==> src/rtl/mux_arb_nx1.sv <==
// mux_arb_nx1 -- parametrised N:1 stream multiplexer with a registered output.
// Selection is either a fixed channel index (mode=0) or round-robin
// arbitration (mode=1). Every input and the output use a valid/ready handshake.
// Optional packet lock: define MUX_ARB_LOCK_EN to add din_last_i/dout_last_o
// and keep a round-robin grant on one channel until its last beat.
module mux_arb_nx1 #(
    parameter  int CH = 4,
    parameter  int DW = 8,
    localparam int SW = $clog2(CH)
) (
    input  logic [0:0]       clk_i,
    input  logic [0:0]       rst_n_i,
    input  logic [CH*DW-1:0] din_i,
    input  logic [CH-1:0]    din_vld_i,
    output logic [CH-1:0]    din_rdy_o,
`ifdef MUX_ARB_LOCK_EN
    input  logic [CH-1:0]    din_last_i,
    output logic [0:0]       dout_last_o,
`endif
    input  logic [0:0]       mode_i,
    input  logic [SW-1:0]    sel_i,
    output logic [DW-1:0]    dout_o,
    output logic [SW-1:0]    dout_ch_o,
    output logic [0:0]       dout_vld_o,
    input  logic [0:0]       dout_rdy_i
);

`ifdef MUX_ARB_LOCK_EN
    typedef enum logic {
        LOCK_IDLE,
        LOCK_HELD
    } lock_e;

    lock_e         lock_q, lock_d;
    logic [SW-1:0] lock_ch_q, lock_ch_d;
    logic          dout_last_q, dout_last_d;
    logic          beat_last;
`endif

    logic [DW-1:0] dout_q, dout_d;
    logic [SW-1:0] dout_ch_q, dout_ch_d;
    logic          dout_vld_q, dout_vld_d;
    logic [SW-1:0] ptr_q, ptr_d;

    logic [SW-1:0] rr_grant;
    logic          rr_found;
    logic          fix_vld;
    logic [SW-1:0] grant;
    logic          cand_vld;
    logic          load;
    logic          advance;
    logic [DW-1:0] grant_data;

    // Round-robin scan: first valid channel at or above ptr, else wrap to the lowest one below ptr.
    always_comb begin
        rr_grant = '0;
        rr_found = 1'b0;
        for (int c = 0; c < CH; c++) begin
            if (!rr_found && din_vld_i[c] && (SW'(c) >= ptr_q)) begin
                rr_grant = SW'(c);
                rr_found = 1'b1;
            end
        end
        for (int c = 0; c < CH; c++) begin
            if (!rr_found && din_vld_i[c] && (SW'(c) < ptr_q)) begin
                rr_grant = SW'(c);
                rr_found = 1'b1;
            end
        end
    end

    // Fixed-select candidate; an index past the last channel matches nothing and so never loads.
    always_comb begin
        fix_vld = 1'b0;
        for (int c = 0; c < CH; c++) begin
            if (sel_i == SW'(c)) begin
                fix_vld = din_vld_i[c];
            end
        end
    end

    // Pick the granted channel; a held packet lock overrides the round-robin scan.
    always_comb begin
        grant    = sel_i;
        cand_vld = fix_vld;
        if (mode_i) begin
            grant    = rr_grant;
            cand_vld = rr_found;
`ifdef MUX_ARB_LOCK_EN
            if (lock_q == LOCK_HELD) begin
                grant    = lock_ch_q;
                cand_vld = 1'b0;
                for (int c = 0; c < CH; c++) begin
                    if (lock_ch_q == SW'(c)) begin
                        cand_vld = din_vld_i[c];
                    end
                end
            end
`endif
        end
    end

    // Accept a beat when the output register is free or draining; nothing is ready during reset.
    always_comb begin
        load       = rst_n_i & (~dout_vld_q | dout_rdy_i) & cand_vld;
        din_rdy_o  = '0;
        grant_data = '0;
        for (int c = 0; c < CH; c++) begin
            din_rdy_o[c] = load & (grant == SW'(c));
            if (grant == SW'(c)) begin
                grant_data = din_i[c*DW +: DW];
            end
        end
    end

    // Next state of the output register, the round-robin pointer and the packet lock.
    always_comb begin
        dout_d     = dout_q;
        dout_ch_d  = dout_ch_q;
        dout_vld_d = dout_vld_q;
        ptr_d      = ptr_q;
        advance    = 1'b1;
`ifdef MUX_ARB_LOCK_EN
        lock_d      = lock_q;
        lock_ch_d   = lock_ch_q;
        dout_last_d = dout_last_q;
        beat_last   = 1'b0;
        for (int c = 0; c < CH; c++) begin
            if (grant == SW'(c)) begin
                beat_last = din_last_i[c];
            end
        end
        advance = beat_last;
        if (!mode_i) begin
            lock_d = LOCK_IDLE;
        end else if (load) begin
            lock_d    = beat_last ? LOCK_IDLE : LOCK_HELD;
            lock_ch_d = grant;
        end
        if (load) begin
            dout_last_d = beat_last;
        end
`endif
        if (load) begin
            dout_d     = grant_data;
            dout_ch_d  = grant;
            dout_vld_d = 1'b1;
        end else if (dout_rdy_i) begin
            dout_vld_d = 1'b0;
        end
        if (mode_i && load && advance) begin
            ptr_d = (grant == SW'(CH - 1)) ? '0 : grant + SW'(1);
        end
    end

    // State registers with synchronous active-low reset; reset drops any held beat.
    always_ff @(posedge clk_i) begin
        if (!rst_n_i) begin
            dout_q     <= '0;
            dout_ch_q  <= '0;
            dout_vld_q <= 1'b0;
            ptr_q      <= '0;
`ifdef MUX_ARB_LOCK_EN
            lock_q      <= LOCK_IDLE;
            lock_ch_q   <= '0;
            dout_last_q <= 1'b0;
`endif
        end else begin
            dout_q     <= dout_d;
            dout_ch_q  <= dout_ch_d;
            dout_vld_q <= dout_vld_d;
            ptr_q      <= ptr_d;
`ifdef MUX_ARB_LOCK_EN
            lock_q      <= lock_d;
            lock_ch_q   <= lock_ch_d;
            dout_last_q <= dout_last_d;
`endif
        end
    end

    assign dout_o     = dout_q;
    assign dout_ch_o  = dout_ch_q;
    assign dout_vld_o = dout_vld_q;
`ifdef MUX_ARB_LOCK_EN
    assign dout_last_o = dout_last_q;
`endif

endmodule
==> config.mk <==
export PLATFORM = sky130hd
export DESIGN_NAME = mux_arb_nx1
export DESIGN_NICKNAME = d
export VERILOG_FILES = /design/src/rtl/mux_arb_nx1.sv
export SDC_FILE = /design/constraint.sdc
export NUM_CORES = 1
export LEC_CHECK = 0
export ABC_AREA = 1
export CORE_MARGIN = 2
export CORE_UTILIZATION = 30
export DETAILED_ROUTE_END_ITERATION = 16
export HOLD_SLACK_MARGIN = 0.06
export PLACE_DENSITY = 0.6
export SETUP_SLACK_MARGIN = 0.5
export SYNTH_ARGS = -nofsm -noshare
export SYNTH_HDL_FRONTEND = slang
export SYNTH_SLANG_ARGS = --single-unit
export TNS_END_PERCENT = 100
==> constraint.sdc <==
create_clock -name clk_i -period 8.35 [get_ports clk_i]
set_clock_uncertainty 0.15 [all_clocks]
set_input_delay 2.505 -clock clk_i [delete_from_list [all_inputs] [get_ports clk_i]]
set_output_delay 2.505 -clock clk_i [all_outputs]
set_load 0.005 [all_outputs]
## Word level (Yosys, flattened, before mapping)

Cells that the tools add are included.

| operators by class | value |
|---|---|
| $add $sub $neg | 1 |
| order comparisons | 8 |
| equal/unequal tests | 6 |
| multiplexer cells | 28 |
| bitwise operators | 8 |
| reductions and logical operators | 26 |

Operators with widths:

| cell | count |
|---|---|
| 2-to-1 mux 8 bit | 4 |
| logical AND 1 bit | 16 |
| 2-to-1 mux 1 bit | 16 |
| 2-to-1 mux 2 bit | 8 |
| equality test 2 bit (second input constant) | 4 |
| zero test 1 bit | 7 |
| AND 1 bit | 6 |
| equality test 2 x 1 -> 1 bit (second input constant) | 2 |
| greater-or-equal comparator 1 x 2 -> 1 bit (first input constant) | 2 |
| greater-or-equal comparator 2 bit (first input constant) | 2 |
| zero test 2 bit | 2 |
| less-than comparator 1 x 2 -> 1 bit (first input constant) | 2 |
| less-than comparator 2 bit (first input constant) | 2 |
| adder 2 x 1 -> 2 bit (second input constant) | 1 |
| nonzero test 2 bit | 1 |
| NOT 1 bit | 1 |
| OR 1 bit | 1 |

| word-level totals | value |
|---|---|
| flip-flop bits (word level) | 13 |
| output and inout bits | 15 |
| word-level logic and storage cells | 81 |

## Depth between registers and ports, before layout

Gate-level depths: netlist of the first run.

| logic depth | value |
|---|---|
| depth after elaboration | 37 |
| depth in mapped cells | 18 |
| depth with buffers taken out | 18 |

## Worst setup path before layout of the first run

OpenSTA, ideal clock, no wires.

| path | value |
|---|---|
| path type | input-to-output |
| start point | input port din_vld_i[0] |
| end point | output port din_rdy_o[2] |
| arrival | 3.741 ns |
| required time | 5.695 ns |
| path slack | 1.954 ns |
| cell stages on the path | 9 |
| buffers on the path | 1 |
| path through | inv_1 nand2_4 nor2_8 nand3_1 a22oi_1 ha_1 buf_2 inv_1 nor2_1 |

| on the way | value |
|---|---|
| word-level cells in the longest chain between the ends | 33 |
| elaborated cells on any way between the ends | 46 |
| those cells by class | eq/ne: 1; mux: 21; bitwise: 2; reduce/logical: 22 |

Ends and longest elaborated chain:

| what | RTL line | text |
|---|---|---|
| start, declared | 14 | `input logic [CH-1:0] din_vld_i,` |
| logical AND 1 bit | 59 | `if (!rr_found && din_vld_i[c] && (SW'(c) >= ptr_q)) begin` |
| 2-to-1 mux 1 bit | 59 |  |
| zero test 1 bit | 59 |  |
| logical AND 1 bit (2 in series) | 59 |  |
| 2-to-1 mux 1 bit | 59 |  |
| zero test 1 bit | 59 |  |
| logical AND 1 bit (2 in series) | 59 |  |
| 2-to-1 mux 1 bit | 59 |  |
| [15 not listed] | n/a |  |
| 2-to-1 mux 1 bit | 65 | `if (!rr_found && din_vld_i[c] && (SW'(c) < ptr_q)) begin` |
| zero test 1 bit | 65 |  |
| logical AND 1 bit (2 in series) | 65 |  |
| 2-to-1 mux 2 bit (*) | 65 |  |
| 2-to-1 mux 2 bit (*) | 86 | `if (mode_i) begin` |
| named net grant[1] | 48 | `logic [SW-1:0] grant;` |
| equality test 2 bit (*) | 109 | `din_rdy_o[c] = load & (grant == SW'(c));` |
| AND 1 bit (*) | 109 |  |
| end, declared | 15 | `output logic [CH-1:0] din_rdy_o,` |

Mark *: on every way through the listed nets, which the timed path passes. The rest lies on a longest branch.

## Worst setup path in the final report of the first run

| path | value |
|---|---|
| start point | input port din_vld_i[1] |
| end point | output port din_rdy_o[3] |

| on the way | value |
|---|---|
| word-level cells in the longest chain between the ends | 30 |
| elaborated cells on any way between the ends | 42 |
| those cells by class | eq/ne: 1; mux: 19; bitwise: 2; reduce/logical: 20 |

Ends and longest elaborated chain:

| what | RTL line |
|---|---|
| logical AND 1 bit (2 in series) | 59 |
| 2-to-1 mux 1 bit | 59 |
| zero test 1 bit | 59 |
| logical AND 1 bit (2 in series) | 59 |
| 2-to-1 mux 1 bit | 59 |
| zero test 1 bit | 59 |
| logical AND 1 bit (2 in series) | 59 |
| 2-to-1 mux 1 bit | 59 |
| [11 not listed] | n/a |
| 2-to-1 mux 1 bit | 65 |
| zero test 1 bit | 65 |
| logical AND 1 bit (2 in series) | 65 |
| 2-to-1 mux 2 bit (*) | 65 |
| 2-to-1 mux 2 bit (*) | 86 |
| named net grant[1] | 48 |
| equality test 2 bit (*) | 109 |
| AND 1 bit (*) | 109 |

Marks and branches as above.

==> metrics.txt, run 1 <==
Reg area=260.3 um2; Layout area overhead=56.91%; DRC=0; crit path to=din_rdy_o[3]; hold-critical path depth=2; share of cells above drive strength 1=9.375%; routed len/inst=11.68 um; Post-Synth XOR/XNOR Area=0%; IO Pins=57; worst reg2reg startpoint=ptr_q[1]; die area=4086 um2; post-synthesis mux area share=0%; htree depth=1; switching share of power=33.59%; synthesis-stage register bit count=13; count of clock tree sinks=13; cells after synthesis=169; Area contributors post-synth=dfxtp_1 24%, nand2_1 17%, a21oi_1 7.9%; Multi-input gate area=710.7 um2; post-synthesis sequential area ratio=24.16%; row cnt=21; Comb pwr share=45.2%; post-route ant nets=0; ant diodes=0; relative slew slack=76.24%; CTS clk-pin slew, worst paths=0.08 ns; via count=1229; vias in the first global route=1216; Hold Crit Class=reg -> reg; Worst Setup Start Kind=primary input; worst slew pin tran=0.3564 ns; Crit-path slowest cell=clkdlybuf4s50_1; drt first-iter violations=52; Avg Cell Area, Syn=6.374 um2; Crit Path Category=in -> out; pwr/cell area=118.7 nW/um2; Longest Clk Path Bufs=2; pre-CTS setup slack=0.6536 ns; main combinational cell family by area after synthesis=simple AND/OR/NAND/NOR gates; Tcrit/Tclk final=90.90%; dpl cells=266; maximum VDD drop=79.99 uV; CTS Hold Bufs=0; fmax=131.7 MHz; IO Port Bufs=56; overall routing resource usage=15.86%; final std cells w/o fill=270; most common cell after layout, fill and taps aside=clkdlybuf4s50_1; drt total wl=3153 um; worst-skew pair later-pin latency=0.27 ns; reg2reg end=dout_o[6]; initial antenna violation count=0; hold path startpoint=dout_o[4]; Initial Util=31.78%; most frequent cells in the layout=56 x clkdlybuf4s50_1, 48 x nand2_1, 17 x inv_1, 17 x a21oi_1, 14 x nor2_1; RSZ-0062 raised after global routing=false; final worst slack=0.7598 ns; Clock Power Share=19.0%; cell taking the most area after synthesis=dfxtp_1; crit path cell chain=clkdlybuf4s50_1 > nand2_2 > nand2_4 > nor2_8 > nand3_1 > a22oi_1 > ha_2 > inv_1 > nor2_1 > clkdlybuf4s50_1; core area=3390 um2; vias per cell=4.552; Die X=63.93 um; Pre-antenna DRT Iters=4; depth of the most critical reg-to-reg path=15; Num CTS Buffers=3; post-synthesis adder-cell area fraction=4.646%; setup bufs post-CTS=0; Simple-Gate Fraction of Synth Area=39.14%; Ys Warns=0; compound-cell area share of the yosys netlist=21.72%; Switching Power=0.06739 mW; CP Capture Type=output port; Hold Slack=0.3241 ns; die height=63.93 um; Worst EP arrival=4.94 ns; # fillers=330; TritonCTS clock tree=done; CP Max Fanout=13; first-pass GRT wire length=5264 um; syn nets=215; post-synth top area share=24.16%; outcome=finished, final reports clean; Max Cap Viol=0; leakage=0.7285 nW; Critical Path Start=din_vld_i[1]; GRT Residual Overflow=0; root buf cell=clkbuf_4; Pint=0.1333 mW; sequential group share of total power=35.9%; fin util=49.87%; HPWL Detailed=2547 um; Worst EP required=5.70 ns; Critical Path Max Stage Delay=0.52 ns; Nets=271; Setup TNS=0 ns; crit path time final=7.590 ns; worst reg-to-reg setup slack=5.62 ns; Mapped Area=1077 um2; gpl congestion=0.7409; endpoints failing hold=0; cell mode on critical path=clkdlybuf4s50_1; largest net degree at the start of global routing=18; final slew viol count=0; Final Setup Violations=0; synth unique cells=26
[what timing repair did]
| action | in CTS | in global routing |
|---|---|---|
| endpoints found under the hold margin | 0 | 0 |
| gates resized for setup | 0 | 2 |
| setup endpoints to repair | 0 | 2 |
[kinds of logic after synthesis]
| logic type | after synthesis |
|---|---|
| adder cells (fa/ha/maj) | 4 |
| AO/OA/AOI/OAI | 41 |
| AND/OR/NAND/NOR | 86 |
| flip-flops | 13 |
| buffers and inverters | 25 |
[power by group through the flow]
stage,sequential [mW],combinational [mW],clock [mW]
final,0.0720,0.0906,0.0381
after global routing,0.0727,0.103,0.0433
after CTS,0.0720,0.0913,0.0403
after detailed placement,0.0734,0.0905,0
after global placement,0.0733,0.0899,0
after floorplan,0.0734,0.0485,0
[routing by layer]
layer | GRT usage (%) | vias to the layer above | part of all wire [%]
met5 | 0 | - | 0
met4 | 4.891 | 0 | 0.51
met3 | 1.937 | 2 | 5.6
met2 | 27.08 | 37 | 46
met1 | 20.67 | 524 | 48
li1 | - | 666 | -
[area by class of cell]
cell class | instances | share of cell area (%)
clock buffer | 4 | 1.554
sequential | 13 | 15.40
tap | 46 | 3.405
multi-input combinational | 131 | 42.04
timing repair buffer | 56 | 33.16
inverter | 20 | 4.441
[state kept, by name (all words and copies together) (netlist names)]
register / flops
ptr_q: 2
dout_ch_o: 2
dout_vld_o: 1
dout_o: 8
[per-stage QoR]
stage	area, um2	total power [mW]
5_1_grt	1690	0.2188
6_report	1690	0.2006
2_1_floorplan	1077	0.1219
4_1_cts	1685	0.2036
3_5_place_dp	1659	0.1640
3_3_place_gp	1659	0.1632
[synth_stat cells, drive strengths merged]
| cell | n |
|---|---|
| dfxtp | 13 |
| ha | 4 |
| a21oi | 18 |
| a22oi | 1 |
| buf | 4 |
| inv | 20 |
| nand2 | 55 |
| o21ai | 14 |
| nand4 | 5 |
| nor2 | 16 |
| nand3 | 10 |
| o211ai | 4 |
| a31oi | 4 |
| clkbuf | 1 |
[critical path, delay by kind of cell]
kind	cells	cell delay [ns]
adder cells (fa/ha/maj)	1	0.38
buffers and inverters	3	1.16
AND/OR/NAND/NOR	5	0.57
AO/OA/AOI/OAI	1	0.32
[worst min path at each step]
| stage | endpoint |
|---|---|
| finish | dout_o[4] |
| floorplan | dout_o[4] |
| global route | dout_o[4] |
| global placement | dout_o[4] |
| detailed placement | dout_o[4] |
| CTS | dout_o[4] |
Power figures use the tool's default switching activity.
==> inputs of run 2 (changes only) <==
Settings changed: ABC_AREA 1 to not set, PLACE_DENSITY 0.6 to 0.62.
==> run 2 against run 1 <==
Final cell count decreased by 19%. Critical path type unchanged. Die area shrank 8.9%. Largest cell class unchanged. Utilization grew 2.1 points. Final area fell by 5.4%. Total power down 2.1%. Hold slack got worse by 0.017 ns. Sequential share of layout area up 0.88 points. First-iteration DRC count increased by 7.7%.
==> metrics.txt, run 2 <==
endpoints failing hold=0 (unchanged); Avg Cell Area, Syn=8.122 um2 (+27%); post-synthesis sequential area ratio=26.70% (+2.5 points); row cnt=20 (-4.8%); GRT Residual Overflow=0 (unchanged); crit path cell chain=clkdlybuf4s50_1 > nand2b_1 > a2111oi_1 > nor3_1 > inv_1 > ha_1 > and2_2 > clkdlybuf4s50_1; worst slew pin tran=0.5215 ns (+0.1651 ns); HPWL Detailed=2335 um (-8.3%); Post-synth EDFFs=0 (unchanged); pwr/cell area=122.8 nW/um2 (+3.5%); Hold Crit Class=reg -> reg; Layout area overhead=64.06%; Critical Path Max Stage Delay=0.62 ns (+0.10 ns); vias in the first global route=1106 (-9.0%); Initial Util=31.67% (-0.12 points); fin util=51.95% (+2.1 points); largest net degree at the start of global routing=18 (unchanged); Final Setup Violations=0 (unchanged); IO Port Bufs=56 (unchanged); sequential group share of total power=37.5% (+1.6 points); core area=3078 um2 (-9.2%); Die X=61 um (-4.6%); cell taking the most area after synthesis=dfxtp_1; pre-CTS setup slack=0.5946 ns (-0.05906 ns); switching share of power=29.46% (-4.1 points); IO Pins=57 (unchanged); DP Area=1568 um2 (-5.5%); most frequent cells in the layout=56 x clkdlybuf4s50_1, 15 x nand2_1, 13 x dfxtp_1; drt first-iter violations=56 (+7.7%); Hold Slack=0.3073 ns (-0.01678 ns); die height=61 um (-4.6%); syn nets=166 (-23%); via count=1103 (-10%); compound-cell area share of the yosys netlist=28.75% (+7.0 points); most common cell after layout, fill and taps aside=clkdlybuf4s50_1; worst reg-to-reg setup slack=5.66 ns (+0.04 ns); vias per cell=5.060 (+11%); maximum VDD drop=46.20 uV (-42%); drt total wl=2924 um (-7.3%); Synth top cells by count=15 x nand2_1, 13 x dfxtp_1, 12 x inv_1; first-pass GRT wire length=4650 um (-12%); Ys Warns=0 (unchanged); post-synthesis adder-cell area fraction=5.135% (+0.49 points); Worst Setup Start Kind=primary input; Synth Flop Type=dfxtp_1; CP Max Fanout=11 (-2); relative slew slack=65.13% (-11 points); setup bufs post-CTS=0 (unchanged); CTS Hold Bufs=0 (unchanged); die area=3721 um2 (-8.9%); Max Cap Viol=0 (unchanged); Mapped Area=974.7 um2 (-9.5%); Area contributors post-synth=dfxtp_1 27%, mux2i_1 10%, a221o_1 7.2%; synth unique cells=29 (+12%); htree depth=1 (unchanged); post-route ant nets=0 (unchanged); CTS clk-pin slew, worst paths=0.08 ns (about the same); Setup TNS=0 ns (unchanged); final worst slack=0.6945 ns (-0.06525 ns); post-synth top area share=26.70% (+2.5 points); Comb pwr share=42.6% (-2.6 points); cells after synthesis=120 (-29%); gpl congestion=0.7678 (+3.6%); Longest Clk Path Bufs=2 (unchanged); TritonCTS clock tree=done; CP Capture Type=output port; max reg flops=8 (unchanged); post-synthesis mux area share=12.58% (+13 points); DRC=0 (unchanged); PostCTS Resize Cnt=0 (unchanged); leakage=0.6359 nW (-13%); share of cells above drive strength 1=9.195% (-0.18 points); Tcrit/Tclk final=91.68% (+0.78 points); fmax=130.6 MHz (-0.85%); RSZ-0062 raised after global routing=true; overall routing resource usage=16.64% (+0.79 points); worst-skew pair later-pin latency=0.27 ns (about the same); initial antenna violation count=0 (unchanged); final instance area=1599 um2 (-5.4%); most frequent cell after synthesis=nand2_1; Clock Power Share=19.9% (+0.9 points); count of clock tree sinks=13 (unchanged); cell mode on critical path=clkdlybuf4s50_1; outcome=finished, final reports clean; Crit Path Category=in -> out; ant diodes=0 (unchanged); Pint=0.1385 mW (+3.9%); Worst EP arrival=5.00 ns (+0.06 ns); synthesis-stage register bit count=13 (unchanged); Simple-Gate Fraction of Synth Area=18.36% (-21 points); final slew viol count=0 (unchanged); Switching Power=0.05785 mW (-14%); Worst EP required=5.70 ns (about the same); Post-Synth XOR/XNOR Area=0% (unchanged); crit path time final=7.655 ns (+0.06525 ns); Crit-path slowest cell=clkdlybuf4s50_1; Nets=221 (-18%); async set-reset flop share out of synthesis=0% (unchanged); Num CTS Buffers=3 (unchanged); Pre-antenna DRT Iters=4 (unchanged); root buf cell=clkbuf_4; main combinational cell family by area after synthesis=compound AO/OA/AOI/OAI gates; routed len/inst=13.41 um (+15%)
run 2: cell types whose count changed after synthesis, sizes merged, moves of 6 or more:
| cell | delta |
|---|---|
| inv | -8 |
| nand2 | -40 |
| nor2b | +7 |
| clkbuf | +6 |
| a22oi | +7 |
| mux2i | +10 |
| nand3 | -8 |
| a221o | +7 |
| nor2 | -13 |
| o21ai | -13 |
| a21oi | -9 |
run 2: critical path: cells and delay by family:
family | cells | cell delay (ns)
AO/OA/AOI/OAI | 1 | 0.38
adder cells (fa/ha/maj) | 1 | 0.36
buffers and inverters | 3 | 1.23
AND/OR/NAND/NOR | 3 | 0.51
run 2: area by class of cell:
class,count,area (um2)
tap,44,55.05
fill,300,1479
timing repair buffer,58,575.6
clock buffer,4,26.28
inverter,12,45.04
sequential,13,260.3
multi-input combinational,87,636.9
run 2: metrics by stage:
stage / total power [mW] / instances
2_1_floorplan: 0.1145 / 120
3_3_place_gp: 0.1575 / 214
3_5_place_dp: 0.1587 / 214
4_1_cts: 0.1990 / 218
5_1_grt: 0.2107 / 218
6_report: 0.1964 / 218
run 2: per-layer routing:
metal  share of wire, %  global-route usage (%)  routed length (um)  vias up
met2                 47                   29.80                1388       57
met3                 11                   4.691                 308        2
met4               0.92                   6.522                  27        0
met5                  0                       0                   0        -
met1                 41                   18.53                1200      508
li1                   -                       -                   -      536
run 2: cell families after synthesis:
logic type / Yosys count
AO/OA/AOI/OAI: 36
adder cells (fa/ha/maj): 4
buffers and inverters: 20
flip-flops: 13
multiplexers: 12
AND/OR/NAND/NOR: 35
run 2: worst paths after layout:
| kind | from | endpoint | cells past startpoint |
|---|---|---|---|
| setup / recovery | mode_i | din_rdy_o[1] | 8 |
| hold / removal | dout_o[2] | dout_o[2] | 2 |
| setup reg to reg | ptr_q[1] | dout_o[3] | 8 |
| hold reg to reg | dout_o[2] | dout_o[2] | 2 |
run 2: power by group through the flow:
| stage | clock network [mW] | logic (mW) | registers, mW |
|---|---|---|---|
| 2_1_floorplan | 0 | 0.0392 | 0.0753 |
| 3_5_place_dp | 0 | 0.0835 | 0.0752 |
| 4_1_cts | 0.0412 | 0.0839 | 0.0738 |
| 5_1_grt | 0.0436 | 0.0921 | 0.0750 |
| 6_report | 0.0391 | 0.0836 | 0.0737 |
| 3_3_place_gp | 0 | 0.0826 | 0.0748 |
